## src/rtl/ex_mem_skid_reg.sv

```systemverilog
// ex_mem_skid_reg: EX->MEM register with valid/ready, 2-entry skid buffer, flush, optional stall counter (EXMEM_STALL_CNT_EN)
module ex_mem_skid_reg #(
  parameter int DATA_W = 32,
  parameter int CTRL_W = 9,
  parameter int REG_AW = 5
) (
  input  logic              clk,
  input  logic              rst,
  input  logic              in_valid,
  output logic              in_ready,
  input  logic [DATA_W-1:0] alu_result,
  input  logic [DATA_W-1:0] store_data,
  input  logic [CTRL_W-1:0] ctrl_in,
  input  logic [REG_AW-1:0] rd_in,
  input  logic              flush,
  output logic              out_valid,
  input  logic              out_ready,
  output logic [DATA_W-1:0] address,
  output logic [DATA_W-1:0] write_data,
  output logic [CTRL_W-1:0] ctrl_sig,
  output logic [REG_AW-1:0] rd
`ifdef EXMEM_STALL_CNT_EN
  ,
  output logic [31:0]       stall_cnt
`endif
);
  localparam int W = 2*DATA_W + CTRL_W + REG_AW;
  logic         main_v, skid_v, acc, pop;
  logic [W-1:0] main_d, skid_d, in_d;
  logic [CTRL_W-1:0] main_ctrl;
  assign in_d = {alu_result, store_data, ctrl_in, rd_in};
  assign {address, write_data, main_ctrl, rd} = main_d;
  assign in_ready  = ~skid_v;
  assign out_valid = main_v;
  assign ctrl_sig  = main_v ? main_ctrl : '0;
  assign acc = in_valid & in_ready;
  assign pop = main_v & out_ready;
  always_ff @(posedge clk or posedge rst) begin
    if (rst) begin
      main_v <= 1'b0;
      skid_v <= 1'b0;
      main_d <= '0;
      skid_d <= '0;
    end else if (flush) begin
      main_v <= 1'b0;
      skid_v <= 1'b0;
    end else if (skid_v) begin
      if (pop) begin
        main_d <= skid_d;
        skid_v <= 1'b0;
      end
    end else if (~main_v | pop) begin
      main_v <= acc;
      if (acc) main_d <= in_d;
    end else if (acc) begin
      skid_v <= 1'b1;
      skid_d <= in_d;
    end
  end
`ifdef EXMEM_STALL_CNT_EN
  always_ff @(posedge clk or posedge rst) begin
    if (rst) stall_cnt <= '0;
    else if (main_v & ~out_ready & ~&stall_cnt) stall_cnt <= stall_cnt + 32'd1;
  end
`endif
endmodule

```

## config.mk

```make
export PLATFORM = sky130hd
export DESIGN_NAME = ex_mem_skid_reg
export DESIGN_NICKNAME = d
export VERILOG_FILES = /design/src/rtl/ex_mem_skid_reg.sv
export SDC_FILE = /design/constraint.sdc
export NUM_CORES = 1
export LEC_CHECK = 0
export ABC_CLOCK_PERIOD_IN_PS = 5600
export BUFFER_PORTS_ARGS = -buffer_cell sky130_fd_sc_hd__buf_2
export CAP_MARGIN = 20
export CORE_UTILIZATION = 55
export CTS_CLUSTER_DIAMETER = 50
export DETAILED_ROUTE_END_ITERATION = 6
export PLACE_DENSITY = 0.79
export SLEW_MARGIN = 25
export SYNTH_ARGS = -nofsm -noshare
export SYNTH_HDL_FRONTEND = slang
export SYNTH_SLANG_ARGS = --single-unit
export TNS_END_PERCENT = 50
```

## constraint.sdc

```tcl
create_clock -name clk -period 5.6 [get_ports clk]
set_input_delay 0.84 -clock clk [delete_from_list [all_inputs] [get_ports clk]]
set_output_delay 0.84 -clock clk [all_outputs]
set_load 0.01 [all_outputs]
```

==> metrics.md, run 1 <==
| Metric | Value |
|---|---|
| Setup TNS | 0 ns |
| Crit path time final | ~2.8 ns |
| Psw | 0.8622 mW |
| Final net count | 682 |
| Sequential share of the synthesized area | 53.50% |
| CTS H-tree lvls | 4 |
| Synth Area in Compound Gates | 0.5080% |
| Area share of the largest cell type after synthesis | 53.50% |
| Drt first-iter violations | 217 |
| MaxCap Viol Count | 0 |
| Port bufs | around 160 |
| CTS clk-pin slew, worst paths | 0.06 ns |
| Tcrit/Tclk final | 49.54% |
| TritonRoute pass-1 iters | 4 |
| Clock buffer depth | 2 |
| Root Buffer | clkbuf_16 |
| CP cell instances | nand2b_1 > nor4b_4 > buf_4 > mux2_2 |
| ANT cells | 0 |
| Synth Register Bits | 158 |
| Ys Warns | 0 |
| Post-synthesis mux area share | 35.66% |
| Flop pwr share | 45.6% |
| Num rows | 41 |
| DP HPWL | 8601 um |
| Clock latency at the later pin of the worst-skew pair | roughly 0.42 ns |
| Most common cell in the netlist | mux2_2 |
| Post-CTS resize count | 0 |
| CTS tree | done |
| Combinational Power Share | approximately a fifth |
| Sink Count | 158 |
| Placed insts | 751 |
| Synth Instances | around 510 |
| Non-filler cells, final | 783 |
| Antenna-violating nets left | 0 |
| GR Util All Layers | 20.43% |
| Primary FF master, synth | dfrtp_1 |
| Pleak | between 3 and 4 nW |
| Worst path max stage delay | 0.69 ns |
| CP endpoint kind | flip-flop |
| Critical path buffers and inverters | 1 |
| Largest family of logic cells by synthesized area | multiplexers |
| Req. time, crit path | 5.90 ns |
| Largest cells by area after synthesis | dfrtp_1, mux2_2, buf_4 |
| DRC viols | 0 |
| Post-Synth Adder-Cell Area | 0% |
| Vias in the first global route | 4422 |
| Final hold violation count | 0 |
| Largest area contributor in the netlist | dfrtp_1 |
| Layout area overhead | 14.73% |
| First-pass GRT wire length | between 20000 and 25000 um |
| Slew Limit Fails | 0 |
| WL per Instance | 17.10 um |
| Number of setup buffers added after CTS | 0 |
| Largest net degree at the start of global routing | 117 |
| CORE AREA | approximately 13000 um^2 |
| Most frequent cells after synthesis | mux2_2, dfrtp_1, buf_4 |
| Hold WS | approximately 0.48 ns |
| Sw Share | 24.80% |
| Num CTS Buffers | 17 |
| Mean Syn Cell Area | 14.58 um^2 |
| Max Clk Rate | 360.5 MHz |
| Footprint of the multi-input gates | between 2000 and 3000 um^2 |
| # setup viols final | 0 |
| Post-synth ARST share | 100.0% |
| Die W | 117.9 um |
| Crit Path Max Fanout | 35 |
| Status | completed |
| Crit start category | flip-flop |
| EDFF count, synth | 0 |
| Routed Wire Length | 13390 um |
| Min-delay worst type | reg -> reg |
| Fillers | 943 |
| Layout cells sized above 1 | 69.23% |
| Top Ports | 163 |
| PwrDens | 410.1 nW/um^2 |
| Synth Cell Area | between 7000 and 8000 um^2 |
| Critical-path top delay cell | nor4b_4 |
| Number of vias per cell | roughly 5.2 |
| Worst EP arrival | a little over 3 ns |
| RSZ-0062 raised after global routing | no |
| Clk_skew | roughly 0.0053 ns |
| Placer's final routability congestion estimate | between 0.7 and 0.8 |
| Post-Synth Simple-Gate Area | approximately 1.2% |
| Tightest Pin Transition | about 0.78 ns |
| Total congestion overflow | 0 |
| P_int | 2.614 mW |
| Overall power | 3.477 mW |
| CP Class | reg -> reg |
| Die height | ~120 um |
| Cell variety after synth | 16 |
| Vias | 4099 |
| Reg area | 3958 um^2 |
| Worst vdd ir | 254.8 uV |
| Clock power share | a little over a third |
| Syn nets | 590 |
| Starting density of the core | about 57% |
| XOR/XNOR Fraction of Synth Area | 0% |
| Initial antenna violation count | 0 |
| Crit path max-delay family | simple AND/OR/NAND/NOR gates |
| Hold_buf cts | 0 |
| Rel. slew slack | a little under half |
| Die area | 13900 um^2 |
-- cell usage in the layout (no fill, tap or decap), drive strengths merged --
cell	Yosys	routed
buf	86	168
o21ai	1	1
nor4b	1	1
bufinv	0	5
nand2	1	1
a21oi	2	2
a221oi	1	1
clkinvlp	0	4
nand2b	1	1
a211oi	1	1
inv	3	3
clkinv	0	2
mux2	234	234
dfrtp	158	158
and2	9	9
clkbuf	9	20
-- final cells by class --
class	instances	share of cell area [%]
Tap cell	172	2.538
Multi-Input combinational cell	251	32.72
Clock buffer	20	5.269
Sequential cell	158	46.68
Inverter	3	0.2214
Timing Repair Buffer	168	10.33
Clock inverter	11	2.243
-- worst register-to-register path, cell delays in order, from the launching register on --
cell	delay, ns
dfrtp_4	0.67
nand2b_1	0.32
nor4b_4	0.69
buf_4	0.56
mux2_2	0.41
-- sequential cells by signal, indices dropped and copies added, names as in the netlist --
name	count
out_valid	1
skid_d	78
skid_v	1
main_d	78
-- metal layers --
layer	global-route usage (%)	vias up	share of wire, %
met1	25.23	2082	43
met3	5.426	19	4.7
met2	33.90	105	50
li1	-	1893	-
met4	8.494	0	1.6
met5	0	-	0
-- metrics by stage --
step,cell area [um^2],util [%],setup slack (ns)
2_1_floorplan,7390,-,0.4968
3_3_place_gp,7811,60.66,2.608
3_5_place_dp,7811,60.66,2.507
4_1_cts,8448,65.61,2.498
5_1_grt,8478,65.84,2.698
6_report,8478,65.84,2.826
-- final timing paths --
path / start / end / slack, ns / cells after the start
worst max-delay path: skid_v / skid_d[47] / 2.83 / 4
worst min-delay path: main_d[14] / main_d[14] / 0.48 / 1
worst max register to register: skid_v / skid_d[47] / 2.83 / 4
worst min register to register: main_d[14] / main_d[14] / 0.48 / 1
max in group asynchronous: rst / main_d[55] / 3.93 / 3
min in group asynchronous: rst / main_d[43] / 0.56 / 2
-- cells by family (layout without fill, tap and decap cells) --
logic type / Yosys count / in the layout
AOI/OAI and AO/OA: 5 / 5
buffers and inverters: 98 / 202
DFF: 158 / 158
muxes: 234 / 234
and+or+nand+nor: 12 / 12
-- power groups by stage --
| stage | Combinational (mW) | Sequential [mW] | Clock (mW) |
|---|---|---|---|
| final | 0.651 | 1.59 | 1.24 |
| after global routing | 0.708 | 1.63 | 1.31 |
| after CTS | 0.652 | 1.60 | 1.26 |
| after detailed placement | 0.647 | 1.61 | 0 |
| after global placement | 0.621 | 1.59 | 0 |
| after floorplan | 0.613 | 1.55 | 0 |
Note: power is estimated with default switching activity, not from simulation.
==> inputs of run 2 (changes only) <==
--- a/config.mk
+++ b/config.mk
@@ -5,13 +5,14 @@
 export SDC_FILE = /design/constraint.sdc
 export NUM_CORES = 1
 export LEC_CHECK = 0
-export ABC_CLOCK_PERIOD_IN_PS = 5600
+export ABC_AREA = 1
+export ABC_CLOCK_PERIOD_IN_PS = 2680
 export BUFFER_PORTS_ARGS = -buffer_cell sky130_fd_sc_hd__buf_2
 export CAP_MARGIN = 20
 export CORE_UTILIZATION = 55
 export CTS_CLUSTER_DIAMETER = 50
 export DETAILED_ROUTE_END_ITERATION = 6
-export PLACE_DENSITY = 0.79
+export PLACE_DENSITY = 0.78
 export SLEW_MARGIN = 25
 export SYNTH_ARGS = -nofsm -noshare
 export SYNTH_HDL_FRONTEND = slang
==> constraint.sdc (replaced) <==
create_clock -name clk -period 2.68 [get_ports clk]
set_input_delay 0.402 -clock clk [delete_from_list [all_inputs] [get_ports clk]]
set_output_delay 0.402 -clock clk [all_outputs]
set_load 0.01 [all_outputs]
==> metrics.md, run 2 <==
| Metric | Value |
|---|---|
| Clock latency at the later pin of the worst-skew pair | 0.42 ns (about the same) |
| Synth Cell Area | 7570 um^2 (+2.4%) |
| Number of setup buffers added after CTS | 0 (unchanged) |
| Crit start category | flip-flop |
| Post-CTS resize count | 0 (unchanged) |
| Most frequent cells in the layout | nand2_1, buf_2, dfrtp_1 |
| Most common cell in the netlist | nand2_1 |
| Total congestion overflow | 0 (unchanged) |
| Largest net degree at the start of global routing | 85 (-27%) |
| WL per Instance | 12.98 um (-24%) |
| Vias in the first global route | 5450 (+23%) |
| Worst vdd ir | 428.1 uV (+68%) |
| Sequential share of the synthesized area | 52.23% (-1.3 points) |
| Critical-path top delay cell | dfrtp_4 |
| Crit path max-delay family | buffers and inverters |
| MaxCap Viol Count | 0 (unchanged) |
| Crit path time final | 2.195 ns |
| Rel. slew slack | 48.46% (+0.66 points) |
| Initial antenna violation count | 1 (+1) |
| Drt first-iter violations | 535 (+150%) |
| Largest area contributor in the netlist | dfrtp_1 |
| Reg2Reg Setup Slack | 0.83 ns (-2.00 ns) |
| Die W | 119.3 um (+1.2%) |
| Mean Syn Cell Area | 7.985 um^2 (-45%) |
| DRC viols | 0 (unchanged) |
| Starting density of the core | 56.71% (-0.68 points) |
| Synth Instances | 948 (+87%) |
| Top Ports | 163 (unchanged) |
| Req. time, crit path | 2.28 ns (-3.62 ns) |
| Root Buffer | clkbuf_16 |
| CP cell instances | buf_4 > inv_1 > buf_2 |
| Slew Limit Fails | 0 (unchanged) |
| GR Util All Layers | 23.41% (+3.0 points) |
| CTS tree | done |
| Vias | 5981 (+46%) |
| RR Startpoint | out_valid |
| CORE AREA | 13350 um^2 (+3.7%) |
| TritonRoute pass-1 iters | 5 (+1) |
| Clk_skew | 0.004172 ns (-0.001119 ns) |
| EDFF count, synth | 0 (unchanged) |
| Num CTS Buffers | 17 (unchanged) |
| Tightest Pin Transition | 0.7731 ns (-0.009865 ns) |
| Port bufs | 162 (unchanged) |
| Most frequent cells after synthesis | nand2_1, dfrtp_1, inv_1 |
| Sink Count | 158 (unchanged) |
| CTS clk-pin slew, worst paths | 0.06 ns (about the same) |
| ANT cells | 0 (unchanged) |
| Final hold violation count | 0 (unchanged) |
| Crit Path Max Fanout | 57 (+63%) |
| Cell variety after synth | 17 (+1) |
| Critical path buffers and inverters | 3 (+2) |
| Tcrit/Tclk final | 81.88% |
| Hold_buf cts | 0 (unchanged) |
| Num rows | 42 (+2.4%) |
| Synth Register Bits | 158 (unchanged) |
| GR Util met1 | 31.34% (+6.1 points) |
| Routed Wire Length | 15550 um (+16%) |
| Setup TNS | 0 ns (unchanged) |
| GRT busiest layer | met2 |
| Area share of the largest cell type after synthesis | 52.23% (-1.3 points) |
| Pleak | 4.695 nW (+22%) |
| Ys Warns | 0 (unchanged) |
| Max Clk Rate | 455.7 MHz |
| Reg2reg path depth | 6 (+2) |
| Die height | 119.3 um (+1.2%) |
| Commonest non-fill, non-tap cell in the layout | nand2_1 |
| Layout cells sized above 1 | 20.16% (-49 points) |
| Syn nets | 1031 (+75%) |
| First-pass GRT wire length | 26210 um (+19%) |
| Worst EP arrival | 1.79 ns (-1.28 ns) |
| Met3 track demand over resource | 5.651% (+0.22 points) |
| Clock buffer depth | 2 (unchanged) |
| Die area | 14240 um^2 (+2.4%) |
| # setup viols final | 0 (unchanged) |
| Largest cells by area after synthesis | dfrtp_1, nand2_1, buf_4 |
| Post-synth ARST share | 100.0% (unchanged) |
| Largest regs | main_d x78, skid_d x78 |
| Fillers | 1156 (+23%) |
| RSZ-0062 raised after global routing | no |
| Min-delay worst type | in -> async |
| Primary FF master, synth | dfrtp_1 |
| DP HPWL | 9451 um (+9.9%) |
| Hold WS | 0.07568 ns (-0.4038 ns) |
| Layout area overhead | 12.73% |
| Placer's final routability congestion estimate | 0.7550 (+5.1%) |
| Antenna-violating nets left | 0 (unchanged) |
| Number of vias per cell | 4.992 (-4.6%) |
| Status | completed |
| CP Class | reg -> out |
| Met2 global-route usage | 36.81% (+2.9 points) |
| Final net count | 1093 (+60%) |
| CP endpoint kind | output port |
| R2r endpoint | skid_d[44] |
| CTS H-tree lvls | 4 (unchanged) |
| PwrDens | 805.5 nW/um^2 (+96%) |
| Worst path max stage delay | 0.58 ns (-0.11 ns) |
## run 2: how the worst max path moves through the flow
stage                    from          to  slack (ns)  cells after the start
floorplan                 rst   main_d[0]        0.28                      1
global placement       skid_v  main_d[23]        0.90                      6
detailed placement  out_valid  skid_d[44]        0.85                      6
CTS                    skid_v    in_ready        0.47                      3
global route           skid_v    in_ready        0.35                      3
finish                 skid_v    in_ready        0.49                      3
## run 2: logic make-up after synthesis
| family | after synthesis | share of synthesized area (%) |
|---|---|---|
| DFF | 158 | 52.23 |
| buffers and inverters | 221 | 15.29 |
| and+or+nand+nor | 411 | 22.03 |
| AOI/OAI and AO/OA | 158 | 10.45 |
## run 2: worst register-to-register path: stages, from the launching register on
cell     delay, ns
dfrtp_1       0.70
inv_2         0.05
nor2_1        0.22
nand3_4       0.09
buf_4         0.36
nand2_1       0.18
o21ai_0       0.09
## run 2: power by group
group | switching [mW] | internal, mW | total, mW
clock | 0.896 | 1.53 | 2.42
sequential | 0.304 | 2.94 | 3.24
combinational | 0.685 | 0.523 | 1.21
## run 2: layer usage
metal	up-vias	wire length [um]
met4	2	232
met1	2784	7171
met3	20	878
met2	158	7254
li1	3017	-
met5	-	13
## run 2: cell type report
| cell class | count | area, um^2 | share of cell area, % |
|---|---|---|---|
| Timing Repair Buffer | 172 | 935.9 | 10.97 |
| Sequential cell | 158 | 3958 | 46.38 |
| Clock buffer | 24 | 481.7 | 5.645 |
| Tap cell | 176 | 220.2 | 2.581 |
| Multi-Input combinational cell | 569 | 2479 | 29.05 |
| Inverter | 92 | 349.1 | 4.091 |
| Clock inverter | 7 | 110.1 | 1.290 |
## run 2: per-stage QoR
stage               total power [mW]  setup slack (ns)  cells  cell area (um^2)  util (%)
finish                         6.874            0.4855   1198              8533     63.93
global route                   7.279            0.3481   1198              8533     63.93
CTS                            6.937            0.4733   1198              8533     63.93
detailed placement             4.489            0.8462   1167              7941     59.50
global placement               4.438            0.8951   1167              7941     59.50
floorplan                      4.299            0.2771    948              7574         -
==> inputs of run 3 (changes only) <==
--- a/config.mk
+++ b/config.mk
@@ -6,7 +6,7 @@
 export NUM_CORES = 1
 export LEC_CHECK = 0
 export ABC_AREA = 1
-export ABC_CLOCK_PERIOD_IN_PS = 2680
+export ABC_CLOCK_PERIOD_IN_PS = 2280
 export BUFFER_PORTS_ARGS = -buffer_cell sky130_fd_sc_hd__buf_2
 export CAP_MARGIN = 20
 export CORE_UTILIZATION = 55
==> constraint.sdc (replaced) <==
create_clock -name clk -period 2.28 [get_ports clk]
set_input_delay 0.342 -clock clk [delete_from_list [all_inputs] [get_ports clk]]
set_output_delay 0.342 -clock clk [all_outputs]
set_load 0.01 [all_outputs]
==> metrics.md, run 3 (synthesized netlist as in run 2, its figures left out) <==
| Metric | Value |
|---|---|
| Worst Setup SP | skid_v |
| First-pass GRT wire length | 26430 um (+0.87%) |
| Rel. slew slack | 53.37% (+4.9 points) |
| Commonest non-fill, non-tap cell in the layout | nand2_1 |
| Met3 track demand over resource | 5.172% (-0.48 points) |
| Footprint of the multi-input gates | 2479 um^2 (unchanged) |
| MaxCap Viol Count | 0 (unchanged) |
| Vias | 5970 (-0.18%) |
| Tcrit/Tclk final | 86.56% |
| Pleak | 4.709 nW (+0.29%) |
| Top Ports | 163 (unchanged) |
| Crit path time final | 1.974 ns |
| Min-delay worst type | in -> async |
| DP HPWL | 9495 um (+0.46%) |
| Port bufs | 162 (unchanged) |
| Num rows | 42 (unchanged) |
| GR Util met1 | 31.62% (+0.28 points) |
| DRC viols | 0 (unchanged) |
| Largest regs | main_d x78, skid_d x78 |
| Post-route cell area | 8574 um^2 (+0.48%) |
| Slew Limit Fails | 0 (unchanged) |
| Hold WS | 0.04219 ns (-0.03349 ns) |
| Worst vdd ir | 506.3 uV (+18%) |
| Root Buffer | clkbuf_16 |
| Place WS | 0.5288 ns (-0.3174 ns) |
| Sink Count | 158 (unchanged) |
| Reg2reg path depth | 5 (-1) |
| CP endpoint kind | output port |
| CP Class | reg -> out |
| Number of vias per cell | 4.975 (-0.35%) |
| Req. time, crit path | 1.94 ns (-0.34 ns) |
| Hold_buf cts | 0 (unchanged) |
| Tightest Pin Transition | 0.6994 ns (-0.07366 ns) |
| Total congestion overflow | 0 (unchanged) |
| GR Util All Layers | 23.47% (+0.053 points) |
| Reg2Reg Setup Slack | 0.50 ns (-0.33 ns) |
| Layout cells sized above 1 | 20.70% (+0.55 points) |
| Most frequent cells in the layout | nand2_1, buf_2, dfrtp_1 |
| GRT busiest layer | met2 |
| TritonRoute pass-1 iters | 5 (unchanged) |
| Status | completed |
| Starting density of the core | 56.71% (unchanged) |
| Vias in the first global route | 5479 (+0.53%) |
| Final net count | 1095 (+0.18%) |
| Clk_skew | 0.006186 ns (+0.002014 ns) |
| Setup TNS | 0 ns (unchanged) |
| # setup viols final | 0 (unchanged) |
| Clock latency at the later pin of the worst-skew pair | 0.42 ns (about the same) |
| CORE AREA | 13350 um^2 (unchanged) |
| Worst EP arrival | 1.63 ns (-0.16 ns) |
| Post-CTS resize count | 0 (unchanged) |
| Layout area overhead | 13.27% |
| CTS H-tree lvls | 4 (unchanged) |
| RR Startpoint | out_valid |
| R2r endpoint | main_d[51] |
| CTS tree | done |
| Reg area | 3958 um^2 (unchanged) |
| Worst Slack Setup Final | 0.3064 ns (-0.1791 ns) |
| CTS clk-pin slew, worst paths | 0.06 ns (about the same) |
| Crit start category | flip-flop |
| PwrDens | 961.7 nW/um^2 (+19%) |
| Final hold violation count | 0 (unchanged) |
| Die area | 14240 um^2 (unchanged) |
| Drt first-iter violations | 489 (-8.6%) |
| Placer's final routability congestion estimate | 0.7980 (+5.7%) |
| Met2 global-route usage | 37.86% (+1.1 points) |
| Antenna-violating nets left | 0 (unchanged) |
| RSZ-0062 raised after global routing | no |
| Max Clk Rate | 506.7 MHz |
| ANT cells | 0 (unchanged) |
| Die W | 119.3 um (unchanged) |
| Crit Path Max Fanout | 157 (+180%) |
| Clock buffer depth | 2 (unchanged) |
| Die height | 119.3 um (unchanged) |
| Routed Wire Length | 15850 um (+1.9%) |
| Initial antenna violation count | 1 (unchanged) |
| CP endpoint | in_ready |
| Largest net degree at the start of global routing | 158 (+86%) |
| Placed cell area | 7944 um^2 (about the same) |
| Num CTS Buffers | 17 (unchanged) |
| Fillers | 1222 (+5.7%) |
| Number of setup buffers added after CTS | 0 (unchanged) |
| WL per Instance | 13.20 um (+1.7%) |
[run 3: changes by cell type in the layout (fill, tap and decap cells not counted), sizes merged]
cell and change:
buf +2, clkinvlp +2, clkbuf -4, bufinv +1
clkinv +1
[run 3: how the worst min path moves through the flow]
stage | startpoint | end | slack [ns] | cells after the start
5_1_grt | rst | main_d[60] | 0.06 | 3
4_1_cts | rst | main_d[62] | 0.04 | 3
3_3_place_gp | skid_d[48] | skid_d[48] | 0.47 | 2
3_5_place_dp | skid_d[48] | skid_d[48] | 0.47 | 2
6_report | rst | main_d[62] | 0.04 | 3
2_1_floorplan | out_ready | skid_v | 0.43 | 1
[run 3: layout make-up]
| type | instances | area share (%) |
|---|---|---|
| tap | 176 | 2.568 |
| timing repair buffer | 174 | 10.94 |
| sequential | 158 | 46.16 |
| clock buffer | 20 | 5.443 |
| multi-input combinational | 569 | 28.91 |
| inverter | 92 | 4.071 |
| clock inverter | 11 | 1.912 |
[run 3: where the power goes]
| part | total [mW] | internal [mW] | switching, mW |
|---|---|---|---|
| registers | 3.80 | 3.45 | 0.352 |
| logic | 1.44 | 0.615 | 0.822 |
| clock network | 3.01 | 1.91 | 1.10 |
| total | 8.25 | 5.97 | 2.27 |
[run 3: layer usage]
layer,share of wire (%),up-vias
li1,-,3027
met1,45,2727
met2,48,195
met3,5.8,19
met4,1.2,2
met5,0.076,-
[run 3: per-stage QoR]
stage | total power, mW | instances | utilization, %
global placement | 5.210 | 1169 | 59.51
global route | 8.691 | 1200 | 64.24
floorplan | 5.053 | 948 | -
detailed placement | 5.277 | 1169 | 59.51
finish | 8.246 | 1200 | 64.24
CTS | 8.311 | 1200 | 64.24
[run 3: critical path, stage by stage, from the launching register on]
cell and delay, ns:
dfrtp_4 0.45, buf_12 0.47, inv_1 0.12, buf_2 0.17
